==> config.mk <==
export PLATFORM = sky130hd
export DESIGN_NAME = pingpong_write_ctrl_flat
export DESIGN_NICKNAME = d
export VERILOG_FILES = /design/src/rtl/pingpong_write_ctrl_if.sv /design/src/rtl/pingpong_write_ctrl.sv /design/src/flat_wrapper.sv
export SDC_FILE = /design/constraint.sdc
export NUM_CORES = 1
export LEC_CHECK = 0
export ABC_AREA = 1
export BUFFER_PORTS_ARGS = -buffer_cell sky130_fd_sc_hd__buf_2
export CAP_MARGIN = 15
export CELL_PAD_IN_SITES_DETAIL_PLACEMENT = 1
export CELL_PAD_IN_SITES_GLOBAL_PLACEMENT = 1
export CORE_ASPECT_RATIO = 1.25
export CORE_MARGIN = 1
export CORE_UTILIZATION = 37
export CTS_CLUSTER_DIAMETER = 120
export DETAILED_ROUTE_END_ITERATION = 8
export PLACE_DENSITY = 0.79
export REMOVE_ABC_BUFFERS = 1
export SLEW_MARGIN = 5
export SYNTH_ARGS = -nofsm -noshare
export SYNTH_HDL_FRONTEND = slang
export SYNTH_SLANG_ARGS = --single-unit
==> constraint.sdc <==
create_clock -name clk -period 1.5 [get_ports clk]
set_input_delay 0.075 -clock clk [delete_from_list [all_inputs] [get_ports clk]]
set_output_delay 0.075 -clock clk [all_outputs]
set_load 0.005 [all_outputs]
==> src/rtl/pingpong_write_ctrl_if.sv <==
// rtl/pingpong_write_ctrl_if.sv - source stream, memory write port and reader-side signals of the ping-pong write controller
//
// Signals:
//   in_data/in_valid/in_ready : source word stream (valid/ready handshake)
//   mem1_we/mem2_we           : write strobes for the two buffers
//   wr_addr/wr_data           : write address/data shared by both buffers
//   rd_done                   : reader finished with the buffer selected by memselect
//   memselect                 : reader mux select (0 = mem1, 1 = mem2)
//   buf_valid                 : reader-side buffer holds a complete, unconsumed frame
//   frame_cnt                 : completed frame count, wraps at 256
// Modports: slave = controller, master = source/reader/memory side.
interface pingpong_write_ctrl_if #(
  parameter int DATA_W = 16,
  parameter int ADDR_W = 8
);
  logic [DATA_W-1:0] in_data;
  logic              in_valid;
  logic              in_ready;
  logic              rd_done;
  logic              mem1_we;
  logic              mem2_we;
  logic [ADDR_W-1:0] wr_addr;
  logic [DATA_W-1:0] wr_data;
  logic              memselect;
  logic              buf_valid;
  logic [7:0]        frame_cnt;

  modport slave (
    input  in_data, in_valid, rd_done,
    output in_ready, mem1_we, mem2_we, wr_addr, wr_data,
           memselect, buf_valid, frame_cnt
  );

  modport master (
    output in_data, in_valid, rd_done,
    input  in_ready, mem1_we, mem2_we, wr_addr, wr_data,
           memselect, buf_valid, frame_cnt
  );
endinterface

==> src/rtl/pingpong_write_ctrl.sv <==
// rtl/pingpong_write_ctrl.sv - write-side controller filling one of two frame buffers while the reader drains the other
//
// Ports:
//   clk   : system clock, rising edge
//   rst_n : asynchronous active-low reset
//   bus   : pingpong_write_ctrl_if.slave (stream in, memory write port, reader select/status)
module pingpong_write_ctrl #(
  parameter int DATA_W = 16,
  parameter int ADDR_W = 8,
  parameter int DEPTH  = 256
) (
  input logic                 clk,
  input logic                 rst_n,
  pingpong_write_ctrl_if.slave bus
);

  typedef enum logic [0:0] {FILL, WAIT_SWAP} state_t;

  localparam logic [ADDR_W-1:0] LAST_ADDR = ADDR_W'(DEPTH - 1);

  state_t            state, state_nxt;
  logic              wbuf;       // 0 = writing mem1, 1 = writing mem2
  logic [ADDR_W-1:0] addr;
  logic              sel_pend;   // final strobe of a swapped frame is landing this cycle
  logic              mem1_we_q, mem2_we_q;
  logic [ADDR_W-1:0] wr_addr_q;
  logic [DATA_W-1:0] wr_data_q;
  logic              memselect_q, buf_valid_q;
  logic [7:0]        frame_cnt_q;

  logic in_ready, accept, last_word, swap_fill, swap_wait;

  always_ff @(posedge clk or negedge rst_n) begin
    if (!rst_n) state <= FILL;
    else        state <= state_nxt;
  end

  always_comb begin
    state_nxt = state;
    in_ready  = (state == FILL);
    accept    = in_ready & bus.in_valid;
    last_word = accept && (addr == LAST_ADDR);
    // The reader side is free if it is empty or is being released right now.
    swap_fill = last_word && (!buf_valid_q || bus.rd_done);
    swap_wait = (state == WAIT_SWAP) && bus.rd_done;
    case (state)
      FILL:      if (last_word && !swap_fill) state_nxt = WAIT_SWAP;
      WAIT_SWAP: if (bus.rd_done)             state_nxt = FILL;
      default:                                state_nxt = FILL;
    endcase
  end

  always_ff @(posedge clk or negedge rst_n) begin
    if (!rst_n) begin
      wbuf        <= 1'b0;
      addr        <= '0;
      sel_pend    <= 1'b0;
      mem1_we_q   <= 1'b0;
      mem2_we_q   <= 1'b0;
      wr_addr_q   <= '0;
      wr_data_q   <= '0;
      memselect_q <= 1'b1;
      buf_valid_q <= 1'b0;
      frame_cnt_q <= 8'd0;
    end else begin
      mem1_we_q <= accept & ~wbuf;
      mem2_we_q <= accept & wbuf;
      sel_pend  <= swap_fill;

      if (accept) begin
        wr_data_q <= bus.in_data;
        wr_addr_q <= addr;
        addr      <= last_word ? '0 : addr + 1'b1;
      end

      if (swap_fill) wbuf <= ~wbuf;

      if (sel_pend) begin
        // wbuf already toggled, so the completed buffer is its complement.
        memselect_q <= ~wbuf;
        buf_valid_q <= 1'b1;
        frame_cnt_q <= frame_cnt_q + 8'd1;
      end else if (swap_wait) begin
        wbuf        <= ~wbuf;
        memselect_q <= wbuf;
        frame_cnt_q <= frame_cnt_q + 8'd1;
      end else if (bus.rd_done && buf_valid_q && !swap_fill) begin
        buf_valid_q <= 1'b0;
      end
    end
  end

  assign bus.in_ready  = in_ready;
  assign bus.mem1_we   = mem1_we_q;
  assign bus.mem2_we   = mem2_we_q;
  assign bus.wr_addr   = wr_addr_q;
  assign bus.wr_data   = wr_data_q;
  assign bus.memselect = memselect_q;
  assign bus.buf_valid = buf_valid_q;
  assign bus.frame_cnt = frame_cnt_q;

endmodule

==> src/flat_wrapper.sv <==
// flat-port wrapper written by rule: the top's interface ports become plain ports
module pingpong_write_ctrl_flat 
#(
  parameter int DATA_W = 16,
  parameter int ADDR_W = 8,
  parameter int DEPTH  = 256
)
  (clk, rst_n, bus_in_data, bus_in_valid, bus_rd_done, bus_in_ready, bus_mem1_we, bus_mem2_we, bus_wr_addr, bus_wr_data, bus_memselect, bus_buf_valid, bus_frame_cnt);
  pingpong_write_ctrl_if #(.DATA_W(DATA_W), .ADDR_W(ADDR_W)) bus_i ();
  input logic clk;
  input logic rst_n;
  input wire logic [$bits(bus_i.in_data)-1:0] bus_in_data;
  input wire logic [$bits(bus_i.in_valid)-1:0] bus_in_valid;
  input wire logic [$bits(bus_i.rd_done)-1:0] bus_rd_done;
  output wire logic [$bits(bus_i.in_ready)-1:0] bus_in_ready;
  output wire logic [$bits(bus_i.mem1_we)-1:0] bus_mem1_we;
  output wire logic [$bits(bus_i.mem2_we)-1:0] bus_mem2_we;
  output wire logic [$bits(bus_i.wr_addr)-1:0] bus_wr_addr;
  output wire logic [$bits(bus_i.wr_data)-1:0] bus_wr_data;
  output wire logic [$bits(bus_i.memselect)-1:0] bus_memselect;
  output wire logic [$bits(bus_i.buf_valid)-1:0] bus_buf_valid;
  output wire logic [$bits(bus_i.frame_cnt)-1:0] bus_frame_cnt;
  assign bus_i.in_data = bus_in_data;
  assign bus_i.in_valid = bus_in_valid;
  assign bus_i.rd_done = bus_rd_done;
  assign bus_in_ready = bus_i.in_ready;
  assign bus_mem1_we = bus_i.mem1_we;
  assign bus_mem2_we = bus_i.mem2_we;
  assign bus_wr_addr = bus_i.wr_addr;
  assign bus_wr_data = bus_i.wr_data;
  assign bus_memselect = bus_i.memselect;
  assign bus_buf_valid = bus_i.buf_valid;
  assign bus_frame_cnt = bus_i.frame_cnt;
  pingpong_write_ctrl #(.DATA_W(DATA_W), .ADDR_W(ADDR_W), .DEPTH(DEPTH)) u_core (.clk(clk), .rst_n(rst_n), .bus(bus_i));
endmodule
* Word-level counts from Yosys, hierarchy flattened
Cells that the tools add are included.
Operators by class: add/sub/neg operators 2, equal/unequal tests 2, mux-type cells 14, bitwise gates (word level) 5, reductions and logical operators 12
Operators with widths (count):
- 2-to-1 mux 8 bit | 3
- adder 8 x 1 -> 8 bit (second input constant) | 2
- 2-to-1 mux 1 bit | 10
- == test 8 bit (second input constant) | 1
- logical AND 1 bit | 6
- nonzero test 2 bit | 2
- bitwise AND 1 bit | 3
- zero test 1 bit | 2
- inequality test 2 x 1 -> 1 bit (second input constant) | 1
- inverter 1 bit | 2
- case mux 1 bit (2 select lines) | 1
- AND reduction 2 bit | 1
- logical OR 1 bit | 1
Word-level totals: register bits after elaboration 47, input bits 20, output and inout port bits 37, logic and storage cells 46

* Logic depth before layout (Yosys ltp)
word-level depth 9, gate-level depth with buffers 7, mapped depth without buffers 7

* Worst setup path after synthesis
Ideal clock, no wire load.
kind reg2reg, start point register u_core.addr[0], end point register u_core.addr[6], setup time 0.121 ns, arrival time 0.963 ns, required time 1.379 ns, path slack 0.416 ns, cell stages (with the launch flop) 6, buffers on the path 0, period minus slack after synthesis 1.084 ns, path through dfrtp_1 ha_1 nand3_2 nor2_4 nand2_1 xor2_1
Between the ends: longest elaborated chain between the ends 3, elaborated cells on any way between the ends 4, those cells by class 1 x add/sub; 1 x eq/ne; 1 x mux; 1 x reduce/logical
RTL lines:
- from (decl) | line pingpong_write_ctrl.sv:23 | logic [ADDR_W-1:0] addr;
- from (signal assigned) | line pingpong_write_ctrl.sv:73 | addr <= last_word ? '0 : addr + 1'b1;
- branches (longest 2 deep; another with adder 8 x 1 -> 8 bit)
- 2-to-1 mux 8 bit * | line pingpong_write_ctrl.sv:73
Mark *: on every way between the ends. A chain may end at the register's enable or synchronous reset.

* Worst setup path after layout
start point register u_core.state, end point register u_core.wr_data_q[5], in the netlist u_core.bus.wr_data[5]
Between the ends: longest elaborated chain between the ends 2
RTL lines:
- from (decl) | line pingpong_write_ctrl.sv:21 | state_t state, state_nxt;
- from (signal assigned) | line pingpong_write_ctrl.sv:35 | else state <= state_nxt;
- inverter 1 bit | line pingpong_write_ctrl.sv:40 | in_ready = (state == FILL);
- bitwise AND 1 bit | line pingpong_write_ctrl.sv:41 | accept = in_ready & bus.in_valid;
- to (signal assigned) | line pingpong_write_ctrl.sv:71 | wr_data_q <= bus.in_data;
- to (decl) | line pingpong_write_ctrl.sv:27 | logic [DATA_W-1:0] wr_data_q;
Every way passes these cells.

==> results.ini <==
[yosys]
synth_fa_ha_area_share_pct=1.25
synth_top_family_by_area=simple AND/OR/NAND/NOR gates
ys_types=21
synth_compound_area_share_pct=1.87
ys.warnings.count=0
synthXorXnorAreaFrac_pct=3.49
synthMuxAreaShare_pct=0
netlist_area_um2=2010
ys_ff_latch=47
synth_cells=233
yosys.area.top_type_share_pct=57.3
synthTopCellsByArea=dfrtp_1 (57%), nand2_1 (20%), inv_1 (3.4%)
yosys.area.top_type=dfrtp_1
synthSimpleGateAreaFrac_pct=29.8
ys_seq_area_share_pct=58.6
syn_area_per_cell_um2=8.62

[drt]
dr_total_vias=1780
routed_via_density=4.73
firstDrtPassIters=3
antenna_left=0
drcViolationCount=0
routed_wl_mm=4.81
wl_per_cell_um=12.8
drt_iter0_drc=31

[grt]
met2_usage_pct=35.9
grt_max_degree=24
antenna_found_initial=0
track_usage_pct=19.3
grt_pass1_wl_mm=8.38
met1_usage_pct=21.6
grt_pass1_vias=1893
grt.busiest_layer=met2
overflow=0
grtUsageMet3_pct=4.21

[die]
fp.dieW_um=67.9
die_h_um=84.4
core_um2=5150
start_util_pct=39.0
boundaryPins=57
num_rows=29
design.die.area_um2=5730

[worst_setup_path]
cp_slowest_cell=dfrtp_1
worstSetupPathType=reg -> reg
critPathRequiredTime_ns=1.74
cpPeakStageDelay_ns=0.41
end_kind=flip-flop
cp.arrival_ns=1.47
cp_cell_sequence=inv_2, nand2_4, inv_2, buf_4, nand2_1, nand2_1
cp-start-kind=flip-flop
path_max_fanout=20

[timing]
period_needed_ns=1.24
max_slew.worst_pin.slew_ns=0.526
final-hold-violation-count=0
rsz0062_at_grt=false
timing.final.crit_share_pct=82.5
setup_violations=0
drv_slew=0
max_clock_freq_mhz=808
skew_ns=0.00278
hold_ws_ns=0.210
setup_tns_ns=0
relSlewSlack_pct=65.0

[cells_and_area]
multiInputGateArea_um2=732
num-fill-cells=648
diodes=0
nets=336
area.growth.synth_to_final_pct=31.8
ff_latch_area_um2=1180
post_route_cells_drive_above_1_share_pct=24.5

[pwr]
power_frac_seq_pct=54.5
power.internal_mw=2.11
power_leakage_nw=1.49
p_comb_share_pct=20.3
ir_worst_vdd_v=0.000678
swShare_pct=29.7
power.density_nw_per_um2=1130
power_switching_mw=0.891
p_clk_share_pct=25.3

[clock_tree]
cts_made_buffers=5
cts.sinks=47
clock_latency_ns=0.29
cts_max_level=2
clkTransAtPathRegs_ns=0.08
clock_path_buffers=2
post_cts_resize_count=0
cts_tree=built
cts_root_buf=clkbuf_8

[hold_path]
hold_path.class=in -> reg

[placed_design]
dpl.hpwl_mm=3.41
io_buffers=56
gp_congestion=0.749

[status]
status=finished, final reports clean

[flow_run]
drv_cap=0

==> through the flow <==
step | power (mW) | std cells | utilization, % | setup WS [ns] | instance area (µm²)
final | 3.00 | 376 | 51.4 | 0.263 | 2650
after global routing | 3.23 | 376 | 51.4 | 0.131 | 2650
after detailed placement | 2.24 | 351 | 46.2 | 0.281 | 2380
after CTS | 3.06 | 376 | 51.4 | 0.259 | 2650
after global placement | 2.21 | 351 | 46.2 | 0.310 | 2380
after floorplan | 1.95 | 228 | - | 0.213 | 1980
==> power groups by stage <==
stage | logic, mW | clock network, mW | registers [mW]
floorplan | 0.303 | 0 | 1.64
global placement | 0.559 | 0 | 1.65
detailed placement | 0.583 | 0 | 1.66
CTS | 0.622 | 0.793 | 1.64
global route | 0.709 | 0.848 | 1.67
finish | 0.609 | 0.759 | 1.64
==> logic make-up (layout without fill, tap and decap cells) <==
| group | after synthesis | in the layout |
|---|---|---|
| AO/OA/AOI/OAI | 7 | 7 |
| AND/OR/NAND/NOR | 144 | 144 |
| flip-flops | 47 | 47 |
| buffers and inverters | 25 | 106 |
| XOR/XNOR | 8 | 8 |
| adder cells (fa/ha/maj) | 2 | 2 |
==> layer usage <==
metal,vias to the layer above,wire (µm)
met5,-,0
met4,0,55
met3,6,172
met2,39,2610
met1,867,1970
li1,868,-
==> sequential cells by signal (all words and copies together), names as in the netlist <==
name	cells
u_core.bus.buf_valid	1
u_core.sel_pend	1
u_core.bus.mem2_we	1
u_core.addr	8
u_core.bus.wr_addr	8
u_core.wbuf	1
u_core.bus.frame_cnt	8
u_core.bus.mem1_we	1
u_core.bus.memselect	1
u_core.state	1
u_core.bus.wr_data	16
==> worst max-delay path, delay by kind of cell, from the launching register on <==
kind	cells	cell delay, ns
buffers and inverters	3	0.48
flip-flops	1	0.41
AND/OR/NAND/NOR	3	0.29
==> cells in the mapped netlist (all sizes together) <==
library cell,count
ha,2
nand3b,2
dfrtp,46
nand2,111
xnor2,4
or2,1
xor2,4
inv,20
nor2,17
a21oi,4
o211ai,1
o21ai,2
buf,5
dfstp,1
nand4,4
nand3,9
==> what timing repair did <==
item | CTS | global route
setup buffers | 0 | 0
endpoints found under the hold margin | 37 | 0
setup endpoints to repair | 0 | 0
hold buffers | 18 | 0
==> layout make-up <==
cell class / count / share of cell area (%)
Clock inverter: 1 / 0.189
Tap cell: 62 / 2.93
Timing Repair Buffer: 79 / 18.8
Inverter: 20 / 2.84
Clock buffer: 6 / 3.12
Sequential cell: 47 / 44.5
Multi-Input combinational cell: 161 / 27.6
==> layout by cell type, fill, tap and decap left out <==
cell           Yosys  layout
a21oi_1            4       4
buf_2              5      56
buf_4              0       5
clkbuf_8           0       6
clkinv_2           0       1
dfrtp_1           46      46
dfstp_2            1       1
dlygate4sd3_1      0      18
ha_1               2       2
inv_1             18      18
inv_2              2       2
nand2_1          109     109
nand2_2            1       1
nand2_4            1       1
nand3_1            7       7
nand3_2            2       2
nand3b_1           2       2
nand4_1            4       4
nor2_1            16      16
nor2_4             1       1
o211ai_1           1       1
o21ai_0            2       2
or2_2              1       1
xnor2_1            4       4
xor2_1             4       4
==> worst paths after layout <==
check | start | end | slack [ns] | cells after the start
min | bus_in_valid | u_core.bus.mem1_we$_DFF_PN0_ | 0.21 | 3
min in group asynchronous | rst_n | u_core.bus.frame_cnt[3]$_DFFE_PN0P_ | 0.29 | 2
max in group asynchronous | rst_n | u_core.addr[3]$_DFFE_PN0N_ | 0.62 | 3
min reg2reg | u_core.wbuf$_DFF_PN0_ | u_core.bus.mem1_we$_DFF_PN0_ | 0.46 | 1
max reg2reg | u_core.state$_DFF_PN0_ | u_core.bus.wr_data[5]$_DFFE_PN0N_ | 0.26 | 6
max | u_core.state$_DFF_PN0_ | u_core.bus.wr_data[5]$_DFFE_PN0N_ | 0.26 | 6
Note: power is estimated with default switching activity, not from simulation.
